### src/rtl/pcie_tl_state_machine_n.sv
`default_nettype none
// ============================================================================
// pcie_tl_state_machine_n : PCIe TL control FSM (thresholds, idle, errors)
// Optional macro IDLE_HYST_EN adds ACTIVE->IDLE hysteresis. Rev 1.0
// ============================================================================
module pcie_tl_state_machine_n #(
    parameter int NUM_CH      = 8,
    parameter int UMBRAL_W    = 3,
    parameter int IDLE_CYCLES = 4
) (
    input  logic                clk,
    input  logic                reset,
    input  logic                init,
    input  logic [UMBRAL_W-1:0] umbral_bajo_in,
    input  logic [UMBRAL_W-1:0] umbral_alto_in,
    input  logic [NUM_CH-1:0]   empty,
    input  logic [NUM_CH-1:0]   fifo_error,
    output logic [4:0]          state,
    output logic [UMBRAL_W-1:0] umbral_bajo,
    output logic [UMBRAL_W-1:0] umbral_alto,
    output logic                idle,
    output logic                error_out,
    output logic [NUM_CH-1:0]   error_ch
);

    typedef enum logic [4:0] {
        S_RESET  = 5'b00001,
        S_INIT   = 5'b00010,
        S_IDLE   = 5'b00100,
        S_ACTIVE = 5'b01000,
        S_ERROR  = 5'b10000
    } state_t;

    state_t              state_q, state_d;
    logic [UMBRAL_W-1:0] bajo_q, bajo_d;
    logic [UMBRAL_W-1:0] alto_q, alto_d;
    logic [NUM_CH-1:0]   err_ch_q, err_ch_d;

    logic all_empty;
    logic any_err;
    logic to_idle;

    assign all_empty = &empty;
    assign any_err   = |fifo_error;

`ifdef IDLE_HYST_EN
    localparam int CNT_W = $clog2(IDLE_CYCLES + 1);
    logic [CNT_W-1:0] cnt_q, cnt_d;

    // Counter only runs while ACTIVE with every FIFO empty; anything else clears it.
    always_comb begin
        cnt_d   = '0;
        to_idle = 1'b0;
        if (state_q == S_ACTIVE && !any_err && !init && all_empty) begin
            if (cnt_q == CNT_W'(IDLE_CYCLES - 1)) begin
                to_idle = 1'b1;
            end else begin
                cnt_d = cnt_q + CNT_W'(1);
            end
        end
    end

    always_ff @(posedge clk or negedge reset) begin
        if (!reset) begin
            cnt_q <= '0;
        end else begin
            cnt_q <= cnt_d;
        end
    end
`else
    assign to_idle = all_empty;
`endif

    always_comb begin
        state_d  = state_q;
        bajo_d   = bajo_q;
        alto_d   = alto_q;
        err_ch_d = err_ch_q;
        case (state_q)
            S_RESET: state_d = S_INIT;
            S_INIT: begin
                bajo_d = umbral_bajo_in;
                alto_d = umbral_alto_in;
                if (!init) begin
                    state_d = (umbral_bajo_in < umbral_alto_in) ? S_IDLE : S_ERROR;
                end
            end
            S_IDLE: begin
                if (any_err) begin
                    state_d  = S_ERROR;
                    err_ch_d = err_ch_q | fifo_error;
                end else if (init) begin
                    state_d = S_INIT;
                end else if (!all_empty) begin
                    state_d = S_ACTIVE;
                end
            end
            S_ACTIVE: begin
                if (any_err) begin
                    state_d  = S_ERROR;
                    err_ch_d = err_ch_q | fifo_error;
                end else if (init) begin
                    state_d = S_INIT;
                end else if (to_idle) begin
                    state_d = S_IDLE;
                end
            end
            // Sticky until reset; keeps accumulating channel errors.
            S_ERROR: err_ch_d = err_ch_q | fifo_error;
            default: state_d = S_RESET;
        endcase
    end

    always_ff @(posedge clk or negedge reset) begin
        if (!reset) begin
            state_q  <= S_RESET;
            bajo_q   <= '0;
            alto_q   <= '0;
            err_ch_q <= '0;
        end else begin
            state_q  <= state_d;
            bajo_q   <= bajo_d;
            alto_q   <= alto_d;
            err_ch_q <= err_ch_d;
        end
    end

    assign state       = state_q;
    assign umbral_bajo = bajo_q;
    assign umbral_alto = alto_q;
    assign idle        = (state_q == S_IDLE);
    assign error_out   = (state_q == S_ERROR);
    assign error_ch    = err_ch_q;

endmodule
`default_nettype wire

### config.mk
export PLATFORM = sky130hd
export DESIGN_NAME = pcie_tl_state_machine_n
export DESIGN_NICKNAME = d
export VERILOG_FILES = /design/src/rtl/pcie_tl_state_machine_n.sv
export SDC_FILE = /design/constraint.sdc
export NUM_CORES = 1
export LEC_CHECK = 0
export BUFFER_PORTS_ARGS = -buffer_cell sky130_fd_sc_hd__buf_4
export CAP_MARGIN = 15
export CORE_ASPECT_RATIO = 1.5
export CORE_MARGIN = 4
export CORE_UTILIZATION = 34
export DETAILED_ROUTE_END_ITERATION = 8
export PLACE_DENSITY = 0.63
export SYNTH_ARGS = -nofsm -noshare
export SYNTH_HDL_FRONTEND = slang
export SYNTH_SLANG_ARGS = --single-unit
export TNS_END_PERCENT = 10
### constraint.sdc
create_clock -name clk -period 3.05 [get_ports clk]
set_clock_uncertainty 0.2 [all_clocks]
set_input_delay 0.1525 -clock clk [delete_from_list [all_inputs] [get_ports clk]]
set_output_delay 0.1525 -clock clk [all_outputs]
set_load 0.005 [all_outputs]
==> results of run 1 <==
-- cells by family (layout without fill, tap and decap cells) --
family          Yosys count  in the layout  synth area share, %
xor+xnor                  2              2                 1.95
mux                       4              4                 5.02
fa+ha+maj                 2              2                 2.79
flops                    19             19                 53.1
compound gates           23             23                 18.4
buf+inv                   8             71                 3.77
simple gates             26             26                 14.9
-- state kept, by name (all words and copies together), names as in the netlist --
signal	count
error_ch	8
state	5
umbral_alto	3
umbral_bajo	3
-- worst max-delay path by stage --
stage | slack, ps | depth (start not counted) | end
finish | 1080 | 6 | error_ch[7]
global route | 940 | 6 | error_ch[1]
CTS | 1090 | 6 | error_ch[7]
detailed placement | 1260 | 4 | error_ch[6]
global placement | 1290 | 4 | error_ch[7]
floorplan | 1250 | 4 | umbral_alto[0]
-- cell usage after synthesis (all sizes together) --
cell type,instances,share of area [%]
dfrtp,18,50
a21o,8,6.7
nor2,7,2.9
o21ai,7,3.9
inv,6,2.5
nand2,5,2.1
mux2,4,5.0
nor3,3,1.7
a211oi,2,3.1
a21oi,2,1.1
ha,2,2.8
nand3,2,1.1
nand3b,2,1.7
nand4,2,1.4
nor4,2,1.4
a211o,1,0.98
a41oi,1,0.98
buf,1,0.84
clkbuf,1,0.42
dfstp,1,2.9
nand4bb,1,1.3
nor2b,1,0.70
o211ai,1,0.84
o21a,1,0.84
or3,1,0.70
xnor2,1,0.98
xor2,1,0.98
-- layout make-up --
class | instances | area share [%]
Timing Repair Buffer | 61 | 34.6
Sequential cell | 19 | 33.1
Multi-Input combinational cell | 57 | 26.8
Tap cell | 24 | 2.09
Clock buffer | 4 | 1.82
Inverter | 6 | 1.56
-- power by group --
part	switching, mW	internal (mW)
combinational	0.174	0.280
clock	0.0749	0.0510
sequential	0.101	0.365
-- metal layers --
| layer | global-route usage [%] | vias to the layer above | part of all wire, % |
|---|---|---|---|
| li1 | - | 427 | - |
| met1 | 17.5 | 410 | 38 |
| met2 | 26.5 | 23 | 55 |
| met3 | 3.37 | 6 | 5.2 |
| met4 | 7.08 | 0 | 1.8 |
| met5 | 0 | - | 0 |
-- through the flow --
step | hold WS (ps) | std cells | utilization (%) | setup WS (ps) | area (µm²)
final | 22.2 | 171 | 58.1 | 1080 | 1440
after floorplan | -343 | 84 | - | 1250 | 897
after global placement | -156 | 151 | 50.6 | 1290 | 1250
after CTS | 30.3 | 171 | 58.1 | 1090 | 1440
after global routing | 38.8 | 171 | 58.1 | 941 | 1440
after detailed placement | -162 | 151 | 50.6 | 1260 | 1250
-- critical path, stage by stage --
cell and delay, ps:
dlygate4sd3_1 540, buf_4 140, nor4_1 570, a211o_1 260, a211oi_4 110, a21o_1 200
-- timing repair --
action | in CTS | in global routing
hold buffers | 16 | 0
hold endpoints to repair | 36 | 0
resized for setup | 0 | 0
==> flow_summary.yaml, run 1 <==
routing:
  drt_wl_total_um: 2390
  route.detailed.drc: 0
  drt_pass1_iterations: 3
  wl_per_cell_um: 14.0
  vias: 866
  drtIter0Drc: 10
  drt-vias-per-instance: 5.06
  ant_nets: 0
placement:
  dp_hpwl_um: 1780
  gp_congestion: 0.804
  io_buffers: 45
cells_and_area:
  final_cell_mix: "buf_4, dfrtp_1, dlygate4sd3_1"
  syn2layout_area_growth_pct: 60.5
  multi_input_area_um2: 387
  num_antenna_cells: 0
  final_common_cell: "buf_4"
  fillers: 209
  nNetsFinal: 175
  final-seq-area_um2: 477
  drive_gt1_share_pct: 36.7
setup_path:
  cp-start-kind: "input pin"
  crit_arrival_ps: 1970
  r2r_cells: 4
  required_ps: 3050
  rr_startpoint: "state[3]"
  cp-startpoint: "fifo_error[0]"
  worstReg2RegEnd: "error_ch[7]"
  path_max_fanout: 8
  end_kind: "register"
  critical_path_class: "input pin to register"
  r2r_setup_slack_ps: 1240
clock_tree:
  cts_setup_buffers: 0
  cts_tree: "yes"
  ctsHtreeMaxLevel: 1
  cts_buffer_depth: 2
  clock_latency_ps: 290
  numCtsBuffers: 3
  clk_pin_slew_worst_paths_ps: 100
  cts.sinks: 19
  root_buffer: "clkbuf_4"
yosys:
  yosysWarningCount: 0
  ys_seq_area_share_pct: 53.1
  synth-seq-cells: 19
  ys_types: 28
  netlist_area_um2: 897
  synth_area_per_cell_um2: 10.7
  synthesis.instances: 84
  synth_nets: 111
grt:
  grt_pass1_wl_um: 4170
  antenna_found_initial: 0
  grt.total_usage_pct: 15.3
  grt_overflow_total: 0
  grt_max_degree: 20
  grt_pass1_vias: 919
pwr:
  power.density_nw_per_um2: 727
  ir_drop_mv: 0.466
  p_leak_nw: 0.670
  fin_total_pwr_mw: 1.05
die:
  rows: 22
  dieHeight_um: 70.9
  pin_count: 46
  die_area_um2: 3540
  die_x_um: 49.9
  start_util_pct: 36.2
  coreArea_um2: 2480
hold_path:
  hold_class: "input pin to register"
  whs_endpoint: "state[3]"
  hp-start: "empty[1]"
  holdPathStages: 4
timing:
  rsz0062_at_grt: "no"
  slew_viol_final: 0
  fmax_mhz: 507
  setup_tns_ps: 0
  maxSlewHeadroom_pct: 58.4
  setup_viol: 0
  finalHoldViolCount: 0
  worstMarginPinSlew_ps: 618
  period_share_pct: 64.7
  period_needed_ps: 1970
flow_run:
  maxCapViolations: 0
run_status:
  status: "completed"
Note: power is estimated with default switching activity, not from simulation.
==> run 2, diff against run 1 <==
--- a/config.mk
+++ b/config.mk
@@ -11,7 +11,7 @@
 export CORE_MARGIN = 4
 export CORE_UTILIZATION = 34
 export DETAILED_ROUTE_END_ITERATION = 8
-export PLACE_DENSITY = 0.63
+export PLACE_DENSITY = 0.65
 export SYNTH_ARGS = -nofsm -noshare
 export SYNTH_HDL_FRONTEND = slang
 export SYNTH_SLANG_ARGS = --single-unit
==> constraint.sdc (replaced) <==
create_clock -name clk -period 1.8 [get_ports clk]
set_clock_uncertainty 0.2 [all_clocks]
set_input_delay 0.09 -clock clk [delete_from_list [all_inputs] [get_ports clk]]
set_output_delay 0.09 -clock clk [all_outputs]
set_load 0.005 [all_outputs]
==> run 2 against run 1 <==
  * Die area did not move
  * Combinational power rose by 100%
  * Design area rose by 8.1%
  * Critical path depth rose by 1
  * Sequential share of layout area fell by 2.3 points
  * Sequential power rose by 57%
  * Worst setup slack got worse by 1000 ps
  * Utilization rose by 4.7 points
  * Worst hold slack got worse by 12 ps
  * Highest routed layer unchanged
  * Clock-buffer cell count did not move
  * Register-to-register slack got worse by 1200 ps
==> flow_summary.yaml, run 2 (synthesis gave the netlist of run 1 again) <==
clock_tree:
  clock_latency_ps: 290
  cts_tree: "yes"
  cts_setup_buffers: 0
  root_buffer: "clkbuf_4"
  cts_buffer_depth: 2
  ctsHtreeMaxLevel: 1
  numCtsBuffers: 3
  cts.sinks: 19
  clk_pin_slew_worst_paths_ps: 100
pwr:
  ir_drop_mv: 0.662
  fin_total_pwr_mw: 1.86
  power.density_nw_per_um2: 1190
  p_leak_nw: 0.732
setup_path:
  path_cells: "dlygate4sd3_1 -> buf_4 -> nor4_2 -> buf_4 -> a211o_1 -> a211oi_4 -> a21o_1"
  crit_top_cell: "buf_4"
  path_delay_family: "compound AO/OA/AOI/OAI gates"
  cp-start-kind: "input pin"
  end_kind: "register"
  path_max_fanout: 8
  critical_path_class: "input pin to register"
  crit_buf_inv: 3
  crit_slowest_cell: "dlygate4sd3_1"
  max_stage_delay_ps: 530
  crit_arrival_ps: 1780
  required_ps: 1840
routing:
  wl_met2_um: 1490
  drt_pass1_iterations: 4
  drtIter0Drc: 17
  drt-vias-per-instance: 5.17
  vias: 935
  top_layer: "met4"
  ant_nets: 0
  wl_met3_um: 80
  m1WireLength_um: 997
  route.detailed.drc: 0
  drt_wl_total_um: 2610
  wl_per_cell_um: 14.4
cells_and_area:
  drive_gt1_share_pct: 40.8
  multi_input_area_um2: 404
  num_antenna_cells: 0
  fin_area_um2: 1560
  final_common_cell: "buf_4"
  syn2layout_area_growth_pct: 73.5
  final-seq-area_um2: 479
  largest_reg_flops: 8
  final_cell_mix: "buf_4, dlygate4sd3_1, dfrtp_1"
  nNetsFinal: 185
  fillers: 207
grt:
  grt_pass1_wl_um: 4330
  grt_overflow_total: 0
  grt_max_degree: 19
  grt.total_usage_pct: 15.4
  grt_pass1_vias: 992
  antenna_found_initial: 0
run_status:
  status: "completed"
placement:
  gp_congestion: 0.806
  io_buffers: 45
  dp_hpwl_um: 1920
  post_dp_cell_area_um2: 1290
timing:
  setup_viol: 0
  rsz0062_at_grt: "yes"
  period_share_pct: 96.7
  finalHoldViolCount: 0
  period_needed_ps: 1740
  maxSlewHeadroom_pct: 46.5
  fmax_mhz: 575
  worstMarginPinSlew_ps: 803
  slew_viol_final: 0
flow_run:
  maxCapViolations: 0
hold_path:
  hold_class: "input pin to register"
die:
  dieHeight_um: 70.9
  pin_count: 46
  rows: 22
  die_x_um: 49.9
  coreArea_um2: 2480
  die_area_um2: 3540
  start_util_pct: 36.2
-- run 2: cell types whose count changed in the layout (fill, tap and decap cells not counted), moves of 2 or more --
cell | before | now
nor4_2 | 0 | 2
dfrtp_1 | 18 | 16
dlymetal6s4s_1 | 0 | 2
dlygate4sd3_1 | 16 | 19
dfrtp_2 | 0 | 2
buf_4 | 45 | 49
nor4_1 | 2 | 0
-- run 2: worst paths after layout --
path / start / to / slack (ps) / cells past startpoint
max: fifo_error[0] / error_ch[6] / 60 / 7
min: fifo_error[2] / error_ch[2] / 10 / 3
max reg2reg: state[2] / umbral_bajo[1] / 70 / 3
min reg2reg: error_ch[3] / error_ch[3] / 270 / 1
max in group asynchronous: reset / state[2] / 460 / 3
min in group asynchronous: reset / state[0] / 60 / 2
-- run 2: cell type report --
class / instances / share of cell area [%]
inverter: 6 / 1.45
timing repair buffer: 71 / 38.2
sequential: 19 / 30.8
clock buffer: 4 / 1.69
multi-input combinational: 57 / 26.0
tap: 24 / 1.93
-- run 2: worst register-to-register path, cell delays in order, from the launching register on --
cell and delay (ps):
dfrtp_2 450, nor2_1 220, nand3_1 370, mux2_2 390
-- run 2: routing by layer --
layer | global-route usage (%) | up-vias
li1 | - | 444
met1 | 16.7 | 458
met5 | 0 | -
met4 | 8.92 | 0
met2 | 28.4 | 29
met3 | 1.26 | 4
-- run 2: what timing repair did --
action                                  CTS  global route
endpoints found under the setup margin    0            32
resized for setup                         0             9
hold endpoints to repair                 37             2
hold buffers                             19             2
-- run 2: report_power, final --
part / internal [mW] / switching, mW
logic: 0.530 / 0.388
registers: 0.619 / 0.114
clock network: 0.0862 / 0.122
total: 1.24 / 0.624
-- run 2: stage by stage --
| step | hold slack, ps | setup slack, ps | utilization [%] | cells | setup TNS [ps] |
|---|---|---|---|---|---|
| after global routing | 35.6 | -32.6 | 62.8 | 181 | -156 |
| after global placement | -221 | 79.9 | 52.1 | 156 | 0 |
| after floorplan | -406 | 3.44 | - | 84 | 0 |
| after CTS | -204 | 10.2 | 60.9 | 179 | 0 |
| after detailed placement | -224 | 32.6 | 52.1 | 156 | 0 |
| final | 9.92 | 59.6 | 62.8 | 181 | 0 |
